**config.mk**
```make
export PLATFORM = sky130hd
export DESIGN_NAME = gated_rate_divider
export DESIGN_NICKNAME = d
export VERILOG_FILES = /design/src/rtl/gated_rate_divider_pkg.sv /design/src/rtl/gated_rate_divider_on_off_sync.sv /design/src/rtl/gated_rate_divider.sv
export SDC_FILE = /design/constraint.sdc
export NUM_CORES = 1
export LEC_CHECK = 0
export CORE_ASPECT_RATIO = 2
export CORE_UTILIZATION = 59
export CTS_CLUSTER_SIZE = 25
export DETAILED_ROUTE_END_ITERATION = 7
export PLACE_DENSITY = 0.8
export RECOVER_POWER = 25
export SLEW_MARGIN = 10
export SYNTH_ARGS = -nofsm -noshare
export SYNTH_HDL_FRONTEND = slang
export SYNTH_SLANG_ARGS = --single-unit
```
**constraint.sdc**
```tcl
create_clock -name clock -period 2.3 [get_ports clock]
set_input_delay 0.69 -clock clock [delete_from_list [all_inputs] [get_ports clock]]
set_output_delay 0.69 -clock clock [all_outputs]
set_load 0.05 [all_outputs]
```
**src/rtl/gated_rate_divider_pkg.sv**
```systemverilog
// Shared types and helpers for the gated rate divider.
package gated_rate_divider_pkg;

    localparam int unsigned RATE_SEL_W = 2;
    localparam int unsigned STATE_W    = 2;

    typedef logic [STATE_W-1:0] state_t;

    localparam state_t ST_IDLE  = 2'd0;
    localparam state_t ST_RUN   = 2'd1;
    localparam state_t ST_DRAIN = 2'd2;

    // Half-period length in clock cycles; a zero rate yields 0 so the check trips.
    function automatic int unsigned half_len(input int unsigned clk_hz,
                                             input int unsigned rate_hz);
        if (rate_hz == 0) begin
            return 0;
        end
        return clk_hz / (2 * rate_hz);
    endfunction

endpackage

```
**src/rtl/gated_rate_divider_on_off_sync.sv**
```systemverilog
// Two-flop synchronizer for the asynchronous on/off request.
module on_off_sync (
    input  logic clock,
    input  logic reset,
    input  logic d,
    output logic q
);

    logic meta;

    // Two-stage capture; both stages clear on reset.
    always_ff @(posedge clock) begin
        if (reset) begin
            meta <= 1'b0;
            q    <= 1'b0;
        end else begin
            meta <= d;
            q    <= meta;
        end
    end

endmodule

```
**src/rtl/gated_rate_divider.sv**
```systemverilog
// Gated square-wave / tick generator with four runtime-selectable rates.
// Define GATED_RATE_DIVIDER_SYNC_EN to synchronize on_off through two flops.
module gated_rate_divider
    import gated_rate_divider_pkg::*;
#(
    parameter int unsigned CLK_HZ   = 50_000_000,
    parameter int unsigned RATE0_HZ = 1,
    parameter int unsigned RATE1_HZ = 2,
    parameter int unsigned RATE2_HZ = 5,
    parameter int unsigned RATE3_HZ = 10,
    parameter int unsigned CNT_W    = 25
) (
    input  logic                  clock,
    input  logic                  reset,
    input  logic                  on_off,
    input  logic [RATE_SEL_W-1:0] rate_sel,
    output logic                  wave_out,
    output logic                  tick_out,
    output logic                  running
);

    localparam int unsigned HALF0 = half_len(CLK_HZ, RATE0_HZ);
    localparam int unsigned HALF1 = half_len(CLK_HZ, RATE1_HZ);
    localparam int unsigned HALF2 = half_len(CLK_HZ, RATE2_HZ);
    localparam int unsigned HALF3 = half_len(CLK_HZ, RATE3_HZ);

    localparam longint unsigned CNT_LIM = longint'(1) << CNT_W;

    // Refuse to elaborate with a zero or over-wide half period.
    if (HALF0 < 1 || longint'(HALF0) - 1 >= CNT_LIM) begin : g_bad_half0
        $error("gated_rate_divider: HALF0 out of range");
    end
    if (HALF1 < 1 || longint'(HALF1) - 1 >= CNT_LIM) begin : g_bad_half1
        $error("gated_rate_divider: HALF1 out of range");
    end
    if (HALF2 < 1 || longint'(HALF2) - 1 >= CNT_LIM) begin : g_bad_half2
        $error("gated_rate_divider: HALF2 out of range");
    end
    if (HALF3 < 1 || longint'(HALF3) - 1 >= CNT_LIM) begin : g_bad_half3
        $error("gated_rate_divider: HALF3 out of range");
    end

    localparam logic [CNT_W-1:0] TERM0 = CNT_W'(HALF0 - 1);
    localparam logic [CNT_W-1:0] TERM1 = CNT_W'(HALF1 - 1);
    localparam logic [CNT_W-1:0] TERM2 = CNT_W'(HALF2 - 1);
    localparam logic [CNT_W-1:0] TERM3 = CNT_W'(HALF3 - 1);

    logic on_en;

`ifdef GATED_RATE_DIVIDER_SYNC_EN
    on_off_sync u_on_off_sync (
        .clock (clock),
        .reset (reset),
        .d     (on_off),
        .q     (on_en)
    );
`else
    assign on_en = on_off;
`endif

    state_t                  state, state_nx;
    logic [CNT_W-1:0]        cnt, cnt_nx;
    logic [RATE_SEL_W-1:0]   active_sel, sel_nx;
    logic                    wave_nx;
    logic                    tick_nx;
    logic [CNT_W-1:0]        term;

    // Terminal count for the rate latched at the last period start.
    always_comb begin
        term = TERM0;
        case (active_sel)
            2'd0:    term = TERM0;
            2'd1:    term = TERM1;
            2'd2:    term = TERM2;
            default: term = TERM3;
        endcase
    end

    // State register and registered outputs.
    always_ff @(posedge clock) begin
        if (reset) begin
            state      <= ST_IDLE;
            cnt        <= '0;
            active_sel <= '0;
            wave_out   <= 1'b0;
            tick_out   <= 1'b0;
            running    <= 1'b0;
        end else begin
            state      <= state_nx;
            cnt        <= cnt_nx;
            active_sel <= sel_nx;
            wave_out   <= wave_nx;
            tick_out   <= tick_nx;
            running    <= (state_nx != ST_IDLE);
        end
    end

    // Next state, counter and waveform; a period only ends on its rising boundary.
    always_comb begin
        state_nx = state;
        cnt_nx   = cnt;
        sel_nx   = active_sel;
        wave_nx  = wave_out;
        tick_nx  = 1'b0;

        case (state)
            ST_IDLE: begin
                wave_nx = 1'b0;
                if (on_en) begin
                    state_nx = ST_RUN;
                    wave_nx  = 1'b1;
                    tick_nx  = 1'b1;
                    cnt_nx   = '0;
                    sel_nx   = rate_sel;
                end
            end
            ST_RUN, ST_DRAIN: begin
                // Stop request / cancel never disturbs the counter or wave.
                if (state == ST_RUN && !on_en) begin
                    state_nx = ST_DRAIN;
                end else if (state == ST_DRAIN && on_en) begin
                    state_nx = ST_RUN;
                end

                if (cnt != term) begin
                    cnt_nx = cnt + CNT_W'(1);
                end else begin
                    cnt_nx = '0;
                    if (wave_out) begin
                        wave_nx = 1'b0;
                    end else if (state == ST_RUN || on_en) begin
                        wave_nx  = 1'b1;
                        tick_nx  = 1'b1;
                        sel_nx   = rate_sel;
                        state_nx = ST_RUN;
                    end else begin
                        state_nx = ST_IDLE;
                    end
                end
            end
            default: begin
                state_nx = ST_IDLE;
                cnt_nx   = '0;
                wave_nx  = 1'b0;
            end
        endcase
    end

endmodule

```
# After elaboration in Yosys (flattened, before gate mapping)
# Cells that the tools add are included.
# word_totals
regBits,32
# classes
addsub,1
eq_ne,9
n_mux,23
reduce_logical,10
# op_table
op,count
one-hot mux 25 bit (3 select lines),1
2-to-1 mux 25 bit,2
one-hot mux 25 bit (2 select lines),1
"adder 25 x 1 -> 25 bit, second input constant",1
inequality test 25 bit,1
2-to-1 mux 2 bit,9
"inequality test 2 bit, second input constant",4
one-hot mux 2 bit (2 select lines),2
2-to-1 mux 1 bit,6
AND reduction 5 bit,1
"equality test 2 x 1 -> 1 bit, second input constant",2
"equality test 2 bit, second input constant",2
logical NOT 2 bit,2
one-hot mux 1 bit (2 select lines),2
nonzero test 2 bit,2
logical AND 1 bit,2
OR reduction 2 bit,1
logical NOT 1 bit,1
logical OR 1 bit,1

# Logic depth before layout (Yosys ltp)
# Gate-level depths: netlist of the first run.
# logic_depth
ltp_word,8
ltp_mapped,10
ltp_nobuf,8

# Worst setup path after synthesis of the first run
# No wires, ideal clock.
# synth_path
kind,register to register
start,register active_sel[1]
end,register cnt[17]
setup_ns,0.115
arrival_ns,1.769
required_time_ns,2.185
slack_ns,0.417
path_stages_with_launch,8
path_buffers,1
synth_period_minus_slack_ns,1.883
path_cell_list,dfxtp_1 -> or2_0 -> a31o_1 -> a2111oi_4 -> a41oi_4 -> o21bai_4 -> buf_6 -> nor2_1
# synth_via
elab_chain_cells,5
elab_cells_between_ends,7
cone_classes,eq/ne (3); mux (3); reduce/logical (1)
# synth_rtl
item,line_no,rtl
start: declaration,gated_rate_divider.sv:63,"logic [RATE_SEL_W-1:0] active_sel, sel_nx;"
start signal: assignment,gated_rate_divider.sv:91,active_sel <= sel_nx;
"equality test 2 bit, or another cell as far along",gated_rate_divider.sv:71,case (active_sel)
one-hot mux 25 bit (3 select lines) *,gated_rate_divider.sv:71,
inequality test 25 bit *,gated_rate_divider.sv:125,if (cnt != term) begin
2-to-1 mux 25 bit *,gated_rate_divider.sv:125,
one-hot mux 25 bit (2 select lines) *,gated_rate_divider.sv:106,case (state)
end signal: assignment,gated_rate_divider.sv:90,cnt <= cnt_nx;
end: declaration,gated_rate_divider.sv:62,"logic [CNT_W-1:0] cnt, cnt_nx;"
# Every way passes the cells marked *; elsewhere a longest branch is shown, timed or not.
# A chain may end at the register's enable or synchronous reset.

# Worst setup path after layout of the first run
# layout_path
start,register wave_out
end,output wave_out
# layout_lines
item,line_no,rtl
start: declaration,gated_rate_divider.sv:17,"output logic wave_out,"
start signal: assignment,gated_rate_divider.sv:92,wave_out <= wave_nx;
# No word-level cell between the ends.

==> impl_table.tex, run 1 <==
\begin{tabular}{lr}
\hline
Metric & Value \\
\hline
\multicolumn{2}{l}{\textbf{Run status}} \\
\quad Result of the run & finished clean \\
\multicolumn{2}{l}{\textbf{Critical path}} \\
\quad Series of cell instances along the critical path & clkdlybuf4s50\_1 \\
\quad Buffers plus inverters on the worst setup path & 1 \\
\quad Required time worst endpoint & 1610 ps \\
\quad Crit-path max FO & 5 \\
\quad Signal arrival time at the worst endpoint & between 1500 and 2000 ps \\
\quad Critical path start-end classification & flop to primary output \\
\quad Category of cells accounting for the largest share of critical-path delay & buffers and inverters \\
\quad Worst setup path start & wave\_out \\
\quad Max stage delay on crit path & just over 800 ps \\
\quad Type of element capturing the critical path & primary output \\
\quad Worst path slowest cell & sky130\_fd\_sc\_hd\_\_clkdlybuf4s50\_1 \\
\quad Startpoint of the worst register-to-register path & active\_sel[1] \\
\quad Setup crit start kind & flop \\
\multicolumn{2}{l}{\textbf{Die}} \\
\quad Total I/O pin count & 8 \\
\quad Die Y & roughly 80 µm \\
\quad Die Span X & just over 40 µm \\
\quad Die area & 0.00337 mm² \\
\quad Area of the core & a little under 0.003 mm² \\
\quad Number of standard-cell rows in the floorplan & 28 \\
\quad Starting density of the core & between 60\% and 70\% \\
\multicolumn{2}{l}{\textbf{Detailed routing}} \\
\quad Avg WL per Cell & 17.3 µm \\
\quad Vias & 1693 \\
\quad Number of iterations in the first detailed-routing pass & 4 \\
\quad Average vias per placed instance & around 6.4 \\
\quad Antenna-violating nets left & 0 \\
\quad Number of DRC markers in iteration 0 & 63 \\
\quad Total Routed Length & around 4.6 mm \\
\quad DRC Markers & 0 \\
\multicolumn{2}{l}{\textbf{Cells and area}} \\
\quad Final Net Count & around 250 \\
\quad Non-filler instance count after layout & 266 \\
\quad Area used by sequential logic in the layout & roughly 640 µm² \\
\quad Diode insertion count for antenna repair & 0 \\
\quad Final standard cell area without fillers & approximately 0.0021 mm² \\
\quad Combined area of the multi-input logic cells & 0.00111 mm² \\
\quad Fraction of final layout cells with drive strength greater than 1 & about 8.9\% \\
\quad Utilization of the core after routing & between 70\% and 80\% \\
\quad Filler cell count in the final layout & $\sim$220 \\
\quad Synthesis-to-layout area growth & 13.4\% \\
\multicolumn{2}{l}{\textbf{Power and ir drop}} \\
\quad Leakage power & between 0.0007 and 0.0008 µW \\
\quad PD cells & about 860 mW/mm² \\
\quad NetSw & around 630 µW \\
\quad Switching part of the total power & a little over a third \\
\quad Internal cell power & around 1200 µW \\
\quad Portion of total power attributed to combinational logic & about 34\% \\
\quad Proportion of power drawn by flip-flops and latches & around 37\% \\
\quad Part of the total power dissipated in the clock network & between 20\% and 30\% \\
\quad Maximum vdd ir drop & 658 µV \\
\multicolumn{2}{l}{\textbf{Global routing}} \\
\quad Via count of the first global-routing pass & approximately 1700 \\
\quad Antenna violations before repair & 0 \\
\quad Overflow after GRT & 0 \\
\quad Maximum number of pins on one net before global-route repair & 24 \\
\quad Wire length of the first global-routing pass & approximately 7.6 mm \\
\quad Total routing usage reported by global routing & 30.1\% \\
\multicolumn{2}{l}{\textbf{Clock network}} \\
\quad CTS root buf & sky130\_fd\_sc\_hd\_\_clkbuf\_8 \\
\quad Number of clock sinks seen by CTS & 32 \\
\quad Clock transition at the registers of the reported paths & approximately 70 ps \\
\quad Number of hold-repair buffers added at the cts stage & 0 \\
\quad Clock tree from TritonCTS & built \\
\quad Setup Buffers After CTS & 0 \\
\quad Number of buffers inserted during clock tree synthesis & 5 \\
\quad Post-CTS resize count & 0 \\
\quad Clock Latency Late Sink & 290 ps \\
\quad Maximum number of buffers from clock root to sink & 2 \\
\quad Maximum level of the CTS H-tree & 2 \\
\multicolumn{2}{l}{\textbf{Logic synthesis}} \\
\quad Number of synthesized flops with an enable pin & 0 \\
\quad Synthesized-area fraction occupied by ao, oa, aoi and oai cells & about an eighth \\
\quad Yosys warning total & 0 \\
\quad Cell variety after synth & between 40 and 50 \\
\quad Post-synthesis instance area & roughly 0.0018 mm² \\
\quad Dominant register cell in the synthesized netlist & sky130\_fd\_sc\_hd\_\_dfxtp\_1 \\
\quad Fraction of registers with async set/reset & 0\% \\
\quad Xor/xnor cell area share of the yosys netlist & between 10\% and 20\% \\
\quad Post-synthesis mux area share & between 1 and 1.5\% \\
\quad Mean Syn Cell Area & 8.43 µm² \\
\quad Gate count of the mapped netlist & $\sim$220 \\
\quad Sequential element share of the synthesized area & 34.7\% \\
\quad Flop and latch count out of synthesis & 32 \\
\quad Simple-gate share of the synthesized area & 31.3\% \\
\quad Main combinational cell family by area after synthesis & simple AND/OR/NAND/NOR gates \\
\quad Post-Synth Adder-Cell Area & roughly 3.4\% \\
\quad Syn\_nets & between 200 and 250 \\
\multicolumn{2}{l}{\textbf{STA}} \\
\quad Max\_slew headroom & roughly two thirds \\
\quad RSZ-0062 raised after global routing & false \\
\quad Worst hold margin & 486 ps \\
\quad Worst Skew & 2.86 ps \\
\quad Final setup viols & 0 \\
\quad Setup total negative slack & 0 ps \\
\quad Time the final worst path needs with I/O delays and setup & about 2200 ps \\
\quad Count of pins over their slew limit & 0 \\
\quad Post-route clock period utilization & between 90\% and 100\% \\
\quad Fmax achieved & between 400 and 500 MHz \\
\quad Hold violation count in the final report & 0 \\
\quad Slew of the pin with the lowest slew margin & 496 ps \\
\multicolumn{2}{l}{\textbf{Placement}} \\
\quad HPWL Detailed & roughly 3.5 mm \\
\quad GP Congestion & roughly 0.93 \\
\quad Cell Count Post-Placement & 258 \\
\quad Cell area after placement & 0.00199 mm² \\
\quad Port Buf Inserts & 7 \\
\multicolumn{2}{l}{\textbf{Flow run}} \\
\quad Maximum Capacitance Violations & 0 \\
\multicolumn{2}{l}{\textbf{Hold path}} \\
\quad Classification of the worst-slack hold path & flop to flop \\
\quad HP Start & cnt[1] \\
\hline
\end{tabular}
## kinds of logic after synthesis
kind of cell,count (synthesis)
AND/OR/NAND/NOR,109
AO/OA/AOI/OAI,28
flip-flops,32
buffers and inverters,19
multiplexers,2
adder cells (fa/ha/maj),5
XOR/XNOR,24
## cell usage after synthesis (all sizes together) (2+ instances only)
library cell   n  area share, %
or3            2           0.68
nor3           5            1.4
o21ai          8            2.2
ha             5            3.4
nor2          31            6.3
nand3b         2           0.81
nor4           2           0.68
and3           8            2.7
and4           4            1.9
dfxtp         32             35
clkbuf         3           0.61
a21oi          3           0.81
nor3b          2           0.81
nand3          9            2.4
a31oi          4            1.4
mux2i          2            1.1
o211ai         2           0.81
nand4          9            3.0
xor2          12            5.7
nand2         14            2.8
and2           5            1.7
buf            6            2.6
nor2b          5            1.7
xnor2         12            5.7
nand2b         7            2.4
inv           10            2.0
## worst paths after layout
path,endpoint,slack (ps),cells past startpoint
setup / recovery,wave_out,90,1
hold / removal,cnt[1],490,2
setup reg to reg,active_sel[0],200,7
hold reg to reg,cnt[1],490,2
## metal layers
metal / vias up / wire length [µm] / GRT usage (%)
met5: - / 0 / 0
met4: 0 / 366 / 28.4
met1: 786 / 1560 / 25.7
li1: 794 / - / -
met3: 33 / 174 / 5.56
met2: 80 / 2500 / 56.1
## power groups by stage
| stage | registers (µW) | clock network (µW) | logic, µW |
|---|---|---|---|
| floorplan | 716 | 0 | 379 |
| global placement | 669 | 0 | 585 |
| detailed placement | 672 | 0 | 610 |
| CTS | 659 | 533 | 618 |
| global route | 666 | 554 | 655 |
| finish | 661 | 534 | 613 |
## registers in the layout, summed over array words and instances, names as in the netlist
signal / flops
cnt: 25
active_sel: 2
state: 2
running: 1
tick_out: 1
wave_out: 1
## cell type report
type                    instances  area share, %
clock buffers                   6           3.46
repair buffers                 18           7.77
well taps                      30           1.79
multi-input cells             168           52.9
clock inverters                 2           1.67
inverters                      10           1.79
flip-flops and latches         32           30.6
## cells in the final DEF, fill, tap and decap left out, types with 2 or more instances in the layout
cell type,Yosys,layout
sky130_fd_sc_hd__o21ai_0,8,8
sky130_fd_sc_hd__xnor2_1,12,12
sky130_fd_sc_hd__xor2_1,12,12
sky130_fd_sc_hd__mux2i_1,2,2
sky130_fd_sc_hd__and4_1,4,4
sky130_fd_sc_hd__buf_4,0,9
sky130_fd_sc_hd__nand4_1,9,9
sky130_fd_sc_hd__nand3_1,9,9
sky130_fd_sc_hd__or3_1,2,2
sky130_fd_sc_hd__and3_1,8,8
sky130_fd_sc_hd__nand3b_1,2,2
sky130_fd_sc_hd__nand2b_1,7,7
sky130_fd_sc_hd__o211ai_1,2,2
sky130_fd_sc_hd__nor4_1,2,2
sky130_fd_sc_hd__dfxtp_1,32,32
sky130_fd_sc_hd__clkbuf_8,0,5
sky130_fd_sc_hd__a31oi_1,4,4
sky130_fd_sc_hd__nor3_1,5,5
sky130_fd_sc_hd__ha_1,5,5
sky130_fd_sc_hd__clkdlybuf4s50_1,0,5
sky130_fd_sc_hd__nor2b_1,5,5
sky130_fd_sc_hd__nor3b_1,2,2
sky130_fd_sc_hd__dlygate4sd3_1,0,2
sky130_fd_sc_hd__and2_1,5,5
sky130_fd_sc_hd__a21oi_1,3,3
sky130_fd_sc_hd__nor2_1,31,31
sky130_fd_sc_hd__nand2_1,14,14
sky130_fd_sc_hd__inv_1,10,10
## through the flow
stage,total power [µW],worst slack (ps)
final,1810,86.9
after global routing,1880,56.8
after global placement,1250,44.3
after CTS,1810,93.4
after floorplan,1100,417
after detailed placement,1280,-6.36
Note: power is estimated with default switching activity, not from simulation.
==> run 2, diff against run 1 <==
--- a/config.mk
+++ b/config.mk
@@ -5,6 +5,7 @@
 export SDC_FILE = /design/constraint.sdc
 export NUM_CORES = 1
 export LEC_CHECK = 0
+export ABC_AREA = 0
 export CORE_ASPECT_RATIO = 2
 export CORE_UTILIZATION = 59
 export CTS_CLUSTER_SIZE = 25
==> constraint.sdc (replaced) <==
create_clock -name clock -period 2.2 [get_ports clock]
set_input_delay 0.66 -clock clock [delete_from_list [all_inputs] [get_ports clock]]
set_output_delay 0.66 -clock clock [all_outputs]
set_load 0.05 [all_outputs]
==> impl_table.tex, run 2 (synthesis gave the netlist of run 1 again) <==
\begin{tabular}{lr}
\hline
Metric & Value \\
\hline
\multicolumn{2}{l}{\textbf{Run status}} \\
\quad Result of the run & finished clean (unchanged) \\
\multicolumn{2}{l}{\textbf{Cells and area}} \\
\quad Utilization of the core after routing & 70.2\% (was 70.3\%) \\
\quad Diode insertion count for antenna repair & 0 (unchanged) \\
\quad Fraction of final layout cells with drive strength greater than 1 & 10.5\% (was 8.90\%) \\
\quad Combined area of the multi-input logic cells & 0.00111 mm² (about the same) \\
\quad Most flop-heavy register & cnt (unchanged) \\
\quad Area used by sequential logic in the layout & 641 µm² (unchanged) \\
\quad Final Net Count & 247 (was 245) \\
\quad Most common cell after layout, fill and taps aside & sky130\_fd\_sc\_hd\_\_dfxtp\_1 (unchanged) \\
\quad Non-filler instance count after layout & 268 (was 266) \\
\quad Filler cell count in the final layout & 222 (was 218) \\
\quad Most frequent cells in the layout & sky130\_fd\_sc\_hd\_\_dfxtp\_1 (32), sky130\_fd\_sc\_hd\_\_nor2\_1 (31), sky130\_fd\_sc\_hd\_\_nand2\_1 (14) (was sky130\_fd\_sc\_hd\_\_dfxtp\_1 (32), sky130\_fd\_sc\_hd\_\_nor2\_1 (31), sky130\_fd\_sc\_hd\_\_nand2\_1 (14), sky130\_fd\_sc\_hd\_\_xor2\_1 (12), sky130\_fd\_sc\_hd\_\_xnor2\_1 (12)) \\
\quad Number of flip-flops in the largest register & 25 (unchanged) \\
\quad Synthesis-to-layout area growth & 13.2\% (was 13.4\%) \\
\quad Regs by FF count & cnt x25, active\_sel x2, state x2 (unchanged) \\
\multicolumn{2}{l}{\textbf{Critical path}} \\
\quad Worst path slowest cell & sky130\_fd\_sc\_hd\_\_dfxtp\_1 (was sky130\_fd\_sc\_hd\_\_clkdlybuf4s50\_1) \\
\quad Type of element capturing the critical path & flop (was primary output) \\
\quad Max stage delay on crit path & 470 ps (was 830 ps) \\
\quad Series of cell instances along the critical path & nor4bb\_1 -> a31oi\_1 -> a2111oi\_4 -> a41oi\_4 -> o21bai\_4 -> buf\_12 -> nor2\_1 (was clkdlybuf4s50\_1) \\
\quad Critical path start-end classification & flop to flop (was flop to primary output) \\
\quad Setup crit start kind & flop (unchanged) \\
\quad Crit-path max FO & 23 (was 5) \\
\quad Required time worst endpoint & 2380 ps (was 1610 ps) \\
\quad Category of cells accounting for the largest share of critical-path delay & compound AO/OA/AOI/OAI gates (was buffers and inverters) \\
\quad Buffers plus inverters on the worst setup path & 1 (unchanged) \\
\quad Startpoint of the worst register-to-register path & active\_sel[1] (unchanged) \\
\quad Signal arrival time at the worst endpoint & 2290 ps (was 1520 ps) \\
\quad Worst r2r path cells & 7 (unchanged) \\
\quad Capture point of the worst reg-to-reg path & cnt[16] (was active\_sel[0]) \\
\quad Register-to-Register Setup Slack & 90 ps (was 200 ps) \\
\multicolumn{2}{l}{\textbf{Detailed routing}} \\
\quad Number of DRC markers in iteration 0 & 64 (was 63) \\
\quad Avg WL per Cell & 16.8 µm (was 17.3 µm) \\
\quad Average vias per placed instance & 6.33 (was 6.36) \\
\quad DRC Markers & 0 (unchanged) \\
\quad Antenna-violating nets left & 0 (unchanged) \\
\quad Vias & 1697 (was 1693) \\
\quad Total Routed Length & 4.51 mm (was 4.60 mm) \\
\quad Number of iterations in the first detailed-routing pass & 4 (unchanged) \\
\multicolumn{2}{l}{\textbf{Die}} \\
\quad Total I/O pin count & 8 (unchanged) \\
\quad Die Y & 81.1 µm (unchanged) \\
\quad Die Span X & 41.6 µm (unchanged) \\
\quad Die area & 0.00337 mm² (unchanged) \\
\quad Area of the core & 0.00298 mm² (unchanged) \\
\quad Starting density of the core & 62.0\% (unchanged) \\
\quad Number of standard-cell rows in the floorplan & 28 (unchanged) \\
\multicolumn{2}{l}{\textbf{Hold path}} \\
\quad Hold Path Depth & 2 (unchanged) \\
\quad HP Start & cnt[1] (unchanged) \\
\quad Worst Hold End & cnt[1] (unchanged) \\
\quad Classification of the worst-slack hold path & flop to flop (unchanged) \\
\multicolumn{2}{l}{\textbf{Clock network}} \\
\quad Clock transition at the registers of the reported paths & 70 ps (about the same) \\
\quad Clock Latency Late Sink & 290 ps (about the same) \\
\quad Clock tree from TritonCTS & built (unchanged) \\
\quad CTS root buf & sky130\_fd\_sc\_hd\_\_clkbuf\_8 (unchanged) \\
\quad Maximum level of the CTS H-tree & 2 (unchanged) \\
\quad Number of buffers inserted during clock tree synthesis & 5 (unchanged) \\
\quad Number of hold-repair buffers added at the cts stage & 0 (unchanged) \\
\quad Maximum number of buffers from clock root to sink & 2 (unchanged) \\
\quad Number of clock sinks seen by CTS & 32 (unchanged) \\
\multicolumn{2}{l}{\textbf{STA}} \\
\quad Setup total negative slack & 0 ps (unchanged) \\
\quad Time the final worst path needs with I/O delays and setup & between 2000 and 2500 ps \\
\quad Worst Skew & 9.40 ps (was 2.86 ps) \\
\quad Post-route clock period utilization & a little over nine tenths \\
\quad Max\_slew headroom & 60.9\% (was 66.7\%) \\
\quad Final setup viols & 0 (unchanged) \\
\quad Post-route setup slack & 93.7 ps (was 86.9 ps) \\
\quad Slew of the pin with the lowest slew margin & 590 ps (was 496 ps) \\
\quad Fmax achieved & 475 MHz \\
\quad Count of pins over their slew limit & 0 (unchanged) \\
\quad Hold violation count in the final report & 0 (unchanged) \\
\multicolumn{2}{l}{\textbf{Global routing}} \\
\quad Via count of the first global-routing pass & 1814 (was 1748) \\
\quad Maximum number of pins on one net before global-route repair & 24 (unchanged) \\
\quad Antenna violations before repair & 0 (unchanged) \\
\quad Overflow after GRT & 0 (unchanged) \\
\quad Wire length of the first global-routing pass & 7.51 mm (was 7.62 mm) \\
\quad Total routing usage reported by global routing & 29.1\% (was 30.1\%) \\
\multicolumn{2}{l}{\textbf{Placement}} \\
\quad Worst slack at placement & -79.9 ps (was -6.36 ps) \\
\quad Port Buf Inserts & 7 (unchanged) \\
\quad Cell Count Post-Placement & 260 (was 258) \\
\quad HPWL Detailed & 3.50 mm (was 3.45 mm) \\
\quad GP Congestion & 0.948 (was 0.930) \\
\multicolumn{2}{l}{\textbf{Power and ir drop}} \\
\quad Maximum vdd ir drop & 750 µV (was 658 µV) \\
\quad PD cells & 840 mW/mm² (was 863 mW/mm²) \\
\quad Leakage power & 0.000776 µW (was 0.000777 µW) \\
\multicolumn{2}{l}{\textbf{Flow run}} \\
\quad Maximum Capacitance Violations & 0 (unchanged) \\
\hline
\end{tabular}
## run 2: changes by cell type in the layout (fill, tap and decap cells not counted)
cell | previous run | this run
sky130_fd_sc_hd__dlygate4sd3_1 | 2 | 0
sky130_fd_sc_hd__buf_4 | 9 | 12
sky130_fd_sc_hd__clkinv_2 | 1 | 2
sky130_fd_sc_hd__bufinv_16 | 1 | 0
sky130_fd_sc_hd__a22oi_1 | 1 | 0
sky130_fd_sc_hd__clkdlybuf4s50_1 | 5 | 6
sky130_fd_sc_hd__a22oi_2 | 0 | 1
sky130_fd_sc_hd__clkinv_4 | 0 | 1
sky130_fd_sc_hd__clkbuf_2 | 1 | 0
## run 2: area by class of cell
class / instances / share of cell area (%)
Clock buffer: 5 / 3.29
Clock inverter: 3 / 0.898
Inverter: 10 / 1.80
Multi-Input combinational cell: 168 / 53.3
Sequential cell: 32 / 30.6
Tap cell: 30 / 1.80
Timing Repair Buffer: 20 / 8.32
## run 2: worst register-to-register path, cell delays in order (launching register included)
cell                        delay (ps)
sky130_fd_sc_hd__dfxtp_1           470
sky130_fd_sc_hd__nor4bb_1          260
sky130_fd_sc_hd__a31oi_1           120
sky130_fd_sc_hd__a2111oi_4         470
sky130_fd_sc_hd__a41oi_4           240
sky130_fd_sc_hd__o21bai_4          200
sky130_fd_sc_hd__buf_12            170
sky130_fd_sc_hd__nor2_1             70
## run 2: how the worst max path moves through the flow
stage / startpoint / end / slack (ps) / cells after the start
6_report: active_sel[1] / cnt[16] / 90 / 7
5_1_grt: active_sel[1] / cnt[10] / -30 / 8
4_1_cts: active_sel[1] / cnt[0] / 50 / 8
3_5_place_dp: on_off / active_sel[1] / -80 / 7
3_3_place_gp: on_off / active_sel[0] / -20 / 7
2_1_floorplan: active_sel[1] / cnt[17] / 320 / 7
## run 2: repair_timing
| action | 4_1_cts | 5_1_grt |
|---|---|---|
| resized for setup | 0 | 1 |
| buffers inserted | 0 | 0 |
| endpoints found under the hold margin | 0 | 0 |
| setup endpoints to repair | 0 | 28 |
## run 2: metrics by stage
| step | power, µW | hold WS, ps | area, µm² |
|---|---|---|---|
| 6_report | 1760 | 469 | 2090 |
| 5_1_grt | 1840 | 508 | 2090 |
| 4_1_cts | 1760 | 468 | 2090 |
| 3_5_place_dp | 1320 | 460 | 2000 |
| 3_3_place_gp | 1290 | 457 | 2000 |
| 2_1_floorplan | 1150 | 444 | 1850 |
## run 2: power breakdown
part	switching, µW	internal [µW]
logic	364	253
registers	58.9	633
clock network	227	220
## run 2: layer usage
layer | routed length (µm) | global-route usage, %
met4 | 318 | 26.1
met5 | 0 | 0
met2 | 2480 | 53.9
met3 | 179 | 4.67
met1 | 1530 | 25.9
==> run 3, diff against run 2 <==
--- a/config.mk
+++ b/config.mk
@@ -12,6 +12,7 @@
 export DETAILED_ROUTE_END_ITERATION = 7
 export PLACE_DENSITY = 0.8
 export RECOVER_POWER = 25
+export SETUP_SLACK_MARGIN = 0.4
 export SLEW_MARGIN = 10
 export SYNTH_ARGS = -nofsm -noshare
 export SYNTH_HDL_FRONTEND = slang
==> impl_table.tex, run 3 (synthesis gave the netlist of run 1 again) <==
\begin{tabular}{lr}
\hline
Metric & Value \\
\hline
\multicolumn{2}{l}{\textbf{Clock network}} \\
\quad Maximum level of the CTS H-tree & 2 (unchanged) \\
\quad Clock Latency Late Sink & 290 ps (about the same) \\
\quad Maximum number of buffers from clock root to sink & 2 (unchanged) \\
\quad Clock transition at the registers of the reported paths & 70 ps (about the same) \\
\quad Number of hold-repair buffers added at the cts stage & 0 (unchanged) \\
\quad CTS root buf & sky130\_fd\_sc\_hd\_\_clkbuf\_8 (unchanged) \\
\quad Number of clock sinks seen by CTS & 32 (unchanged) \\
\quad Number of buffers inserted during clock tree synthesis & 5 (unchanged) \\
\quad Clock tree from TritonCTS & built (unchanged) \\
\multicolumn{2}{l}{\textbf{Critical path}} \\
\quad Required time worst endpoint & 2420 ps (was 2380 ps) \\
\quad Critical path start-end classification & flop to flop (unchanged) \\
\quad Max stage delay on crit path & 470 ps (about the same) \\
\quad Worst setup path start & active\_sel[1] (unchanged) \\
\quad Worst path slowest cell & sky130\_fd\_sc\_hd\_\_a2111oi\_4 (was sky130\_fd\_sc\_hd\_\_dfxtp\_1) \\
\quad Crit-path max FO & 6 (was 23) \\
\quad Signal arrival time at the worst endpoint & 2280 ps (was 2290 ps) \\
\quad Setup crit start kind & flop (unchanged) \\
\quad Startpoint of the worst register-to-register path & active\_sel[1] (unchanged) \\
\quad Type of element capturing the critical path & flop (unchanged) \\
\quad Series of cell instances along the critical path & or2\_0 -> a31o\_1 -> a2111oi\_4 -> o2111a\_1 -> o21a\_1 -> mux2i\_1 (was nor4bb\_1 -> a31oi\_1 -> a2111oi\_4 -> a41oi\_4 -> o21bai\_4 -> buf\_12 -> nor2\_1) \\
\multicolumn{2}{l}{\textbf{Detailed routing}} \\
\quad Number of DRC markers in iteration 0 & 74 (was 64) \\
\quad Total Routed Length & 4.53 mm (was 4.51 mm) \\
\quad Antenna-violating nets left & 0 (unchanged) \\
\quad Average vias per placed instance & 6.25 (was 6.33) \\
\quad Number of iterations in the first detailed-routing pass & 4 (unchanged) \\
\quad Vias & 1694 (was 1697) \\
\quad DRC Markers & 0 (unchanged) \\
\quad Avg WL per Cell & 16.7 µm (was 16.8 µm) \\
\multicolumn{2}{l}{\textbf{Global routing}} \\
\quad Wire length of the first global-routing pass & 7.29 mm (was 7.51 mm) \\
\quad Antenna violations before repair & 0 (unchanged) \\
\quad Overflow after GRT & 0 (unchanged) \\
\quad Total routing usage reported by global routing & 28.4\% (was 29.1\%) \\
\quad Maximum number of pins on one net before global-route repair & 24 (unchanged) \\
\quad Via count of the first global-routing pass & 1706 (was 1814) \\
\multicolumn{2}{l}{\textbf{Cells and area}} \\
\quad Non-filler instance count after layout & 271 (was 268) \\
\quad Fraction of final layout cells with drive strength greater than 1 & 15.8\% (was 10.5\%) \\
\quad Diode insertion count for antenna repair & 0 (unchanged) \\
\quad Number of flip-flops in the largest register & 25 (unchanged) \\
\quad Final Net Count & 250 (was 247) \\
\quad Most common cell after layout, fill and taps aside & sky130\_fd\_sc\_hd\_\_nor2\_1 (was sky130\_fd\_sc\_hd\_\_dfxtp\_1) \\
\quad Regs by FF count & cnt x25, active\_sel x2, state x2 (unchanged) \\
\quad Most flop-heavy register & cnt (unchanged) \\
\quad Filler cell count in the final layout & 207 (was 222) \\
\quad Most frequent cells in the layout & sky130\_fd\_sc\_hd\_\_nor2\_1 (31), sky130\_fd\_sc\_hd\_\_dfxtp\_1 (27), sky130\_fd\_sc\_hd\_\_nand2\_1 (14), sky130\_fd\_sc\_hd\_\_xnor2\_1 (12), sky130\_fd\_sc\_hd\_\_buf\_4 (12) (was sky130\_fd\_sc\_hd\_\_dfxtp\_1 (32), sky130\_fd\_sc\_hd\_\_nor2\_1 (31), sky130\_fd\_sc\_hd\_\_nand2\_1 (14)) \\
\quad Synthesis-to-layout area growth & 18.2\% (was 13.2\%) \\
\multicolumn{2}{l}{\textbf{STA}} \\
\quad Worst hold margin & 481 ps (was 469 ps) \\
\quad Final setup viols & 0 (unchanged) \\
\quad Count of pins over their slew limit & 0 (unchanged) \\
\quad Post-route setup slack & 141 ps (was 93.7 ps) \\
\quad Hold violation count in the final report & 0 (unchanged) \\
\quad Time the final worst path needs with I/O delays and setup & 2060 ps (was 2110 ps) \\
\quad Fmax achieved & 486 MHz (was 475 MHz) \\
\quad Worst Skew & 7.23 ps (was 9.40 ps) \\
\quad Post-route clock period utilization & 93.6\% (was 95.7\%) \\
\quad Max\_slew headroom & 61.1\% (was 60.9\%) \\
\quad RSZ-0062 raised after global routing & true \\
\quad Slew of the pin with the lowest slew margin & 586 ps (was 590 ps) \\
\multicolumn{2}{l}{\textbf{Placement}} \\
\quad Worst slack at placement & -180 ps (was -79.9 ps) \\
\quad HPWL Detailed & 3.12 mm (was 3.50 mm) \\
\quad Cell Count Post-Placement & 257 (was 260) \\
\quad GP Congestion & 0.858 (was 0.948) \\
\quad Port Buf Inserts & 7 (unchanged) \\
\multicolumn{2}{l}{\textbf{Run status}} \\
\quad Result of the run & finished clean (unchanged) \\
\multicolumn{2}{l}{\textbf{Power and ir drop}} \\
\quad Maximum vdd ir drop & 655 µV (was 750 µV) \\
\quad PD cells & 857 mW/mm² (was 840 mW/mm²) \\
\quad Leakage power & 0.000792 µW (was 0.000776 µW) \\
\multicolumn{2}{l}{\textbf{Hold path}} \\
\quad HP Start & cnt[1] (unchanged) \\
\quad Classification of the worst-slack hold path & flop to flop (unchanged) \\
\multicolumn{2}{l}{\textbf{Flow run}} \\
\quad Maximum Capacitance Violations & 0 (unchanged) \\
\multicolumn{2}{l}{\textbf{Die}} \\
\quad Die Y & 81.1 µm (unchanged) \\
\quad Die area & 0.00337 mm² (unchanged) \\
\quad Die Span X & 41.6 µm (unchanged) \\
\quad Number of standard-cell rows in the floorplan & 28 (unchanged) \\
\quad Total I/O pin count & 8 (unchanged) \\
\quad Starting density of the core & 62.0\% (unchanged) \\
\quad Area of the core & 0.00298 mm² (unchanged) \\
\hline
\end{tabular}
[run 3: changes by cell type in the layout (fill, tap and decap cells not counted), moves of 2 or more]
cell	before	now
sky130_fd_sc_hd__clkbuf_1	1	3
sky130_fd_sc_hd__clkdlybuf4s25_1	0	2
sky130_fd_sc_hd__clkdlybuf4s50_1	6	3
sky130_fd_sc_hd__clkinv_2	2	0
sky130_fd_sc_hd__dfxtp_1	32	27
sky130_fd_sc_hd__dfxtp_2	0	3
sky130_fd_sc_hd__dfxtp_4	0	2
sky130_fd_sc_hd__ha_1	5	3
sky130_fd_sc_hd__o21ai_0	8	5
sky130_fd_sc_hd__o21ai_1	0	2
[run 3: final cells by class]
type	count	area, µm²	share of cell area, %
clock inverter	1	7.51	0.344
tap	30	37.5	1.72
sequential	32	652	29.9
inverter	10	37.5	1.72
multi-input combinational	168	1160	53.4
timing repair buffer	23	196	9.00
clock buffer	7	86.3	3.96
[run 3: per-stage QoR]
| step | total power (µW) | area [µm²] | utilization [%] | TNS (ps) |
|---|---|---|---|---|
| after floorplan | 1150 | 1850 | - | 0 |
| after CTS | 1840 | 2140 | 71.9 | 0 |
| after global placement | 1280 | 1980 | 66.6 | -430 |
| after global routing | 1960 | 2180 | 73.3 | 0 |
| final | 1870 | 2180 | 73.3 | 0 |
| after detailed placement | 1300 | 1980 | 66.6 | -1200 |
[run 3: worst max-delay path: cells and delay by family (launching register included)]
kind | cells | cell delay [ps]
AO/OA/AOI/OAI | 4 | 1210
flip-flops | 1 | 360
multiplexers | 1 | 190
AND/OR/NAND/NOR | 1 | 230
[run 3: where the power goes]
part	switching, µW	total (µW)	internal, µW
sequential	57.7	701	643
combinational	381	685	304
clock	230	484	254
[run 3: path summary, 6_finish.rpt]
kind              depth (start not counted)  slack [ps]       endpoint
setup / recovery                          6         140  active_sel[1]
hold / removal                            2         480         cnt[1]
setup reg to reg                          6         140  active_sel[1]
hold reg to reg                           2         480         cnt[1]
[run 3: layer usage]
metal  global-route usage (%)  vias up  routed length [µm]
met5                        0        -                   0
met4                     22.6        0                 190
met3                     6.44       17                 175
met2                     53.1       62                2530
met1                     25.0      815                1640
li1                         -      800                   -
[run 3: repair_timing]
item	in CTS	in global routing
setup endpoints to repair	34	33
gates resized for setup	14	11
setup buffers	6	0
pin swaps	6	4
gates cloned	0	0
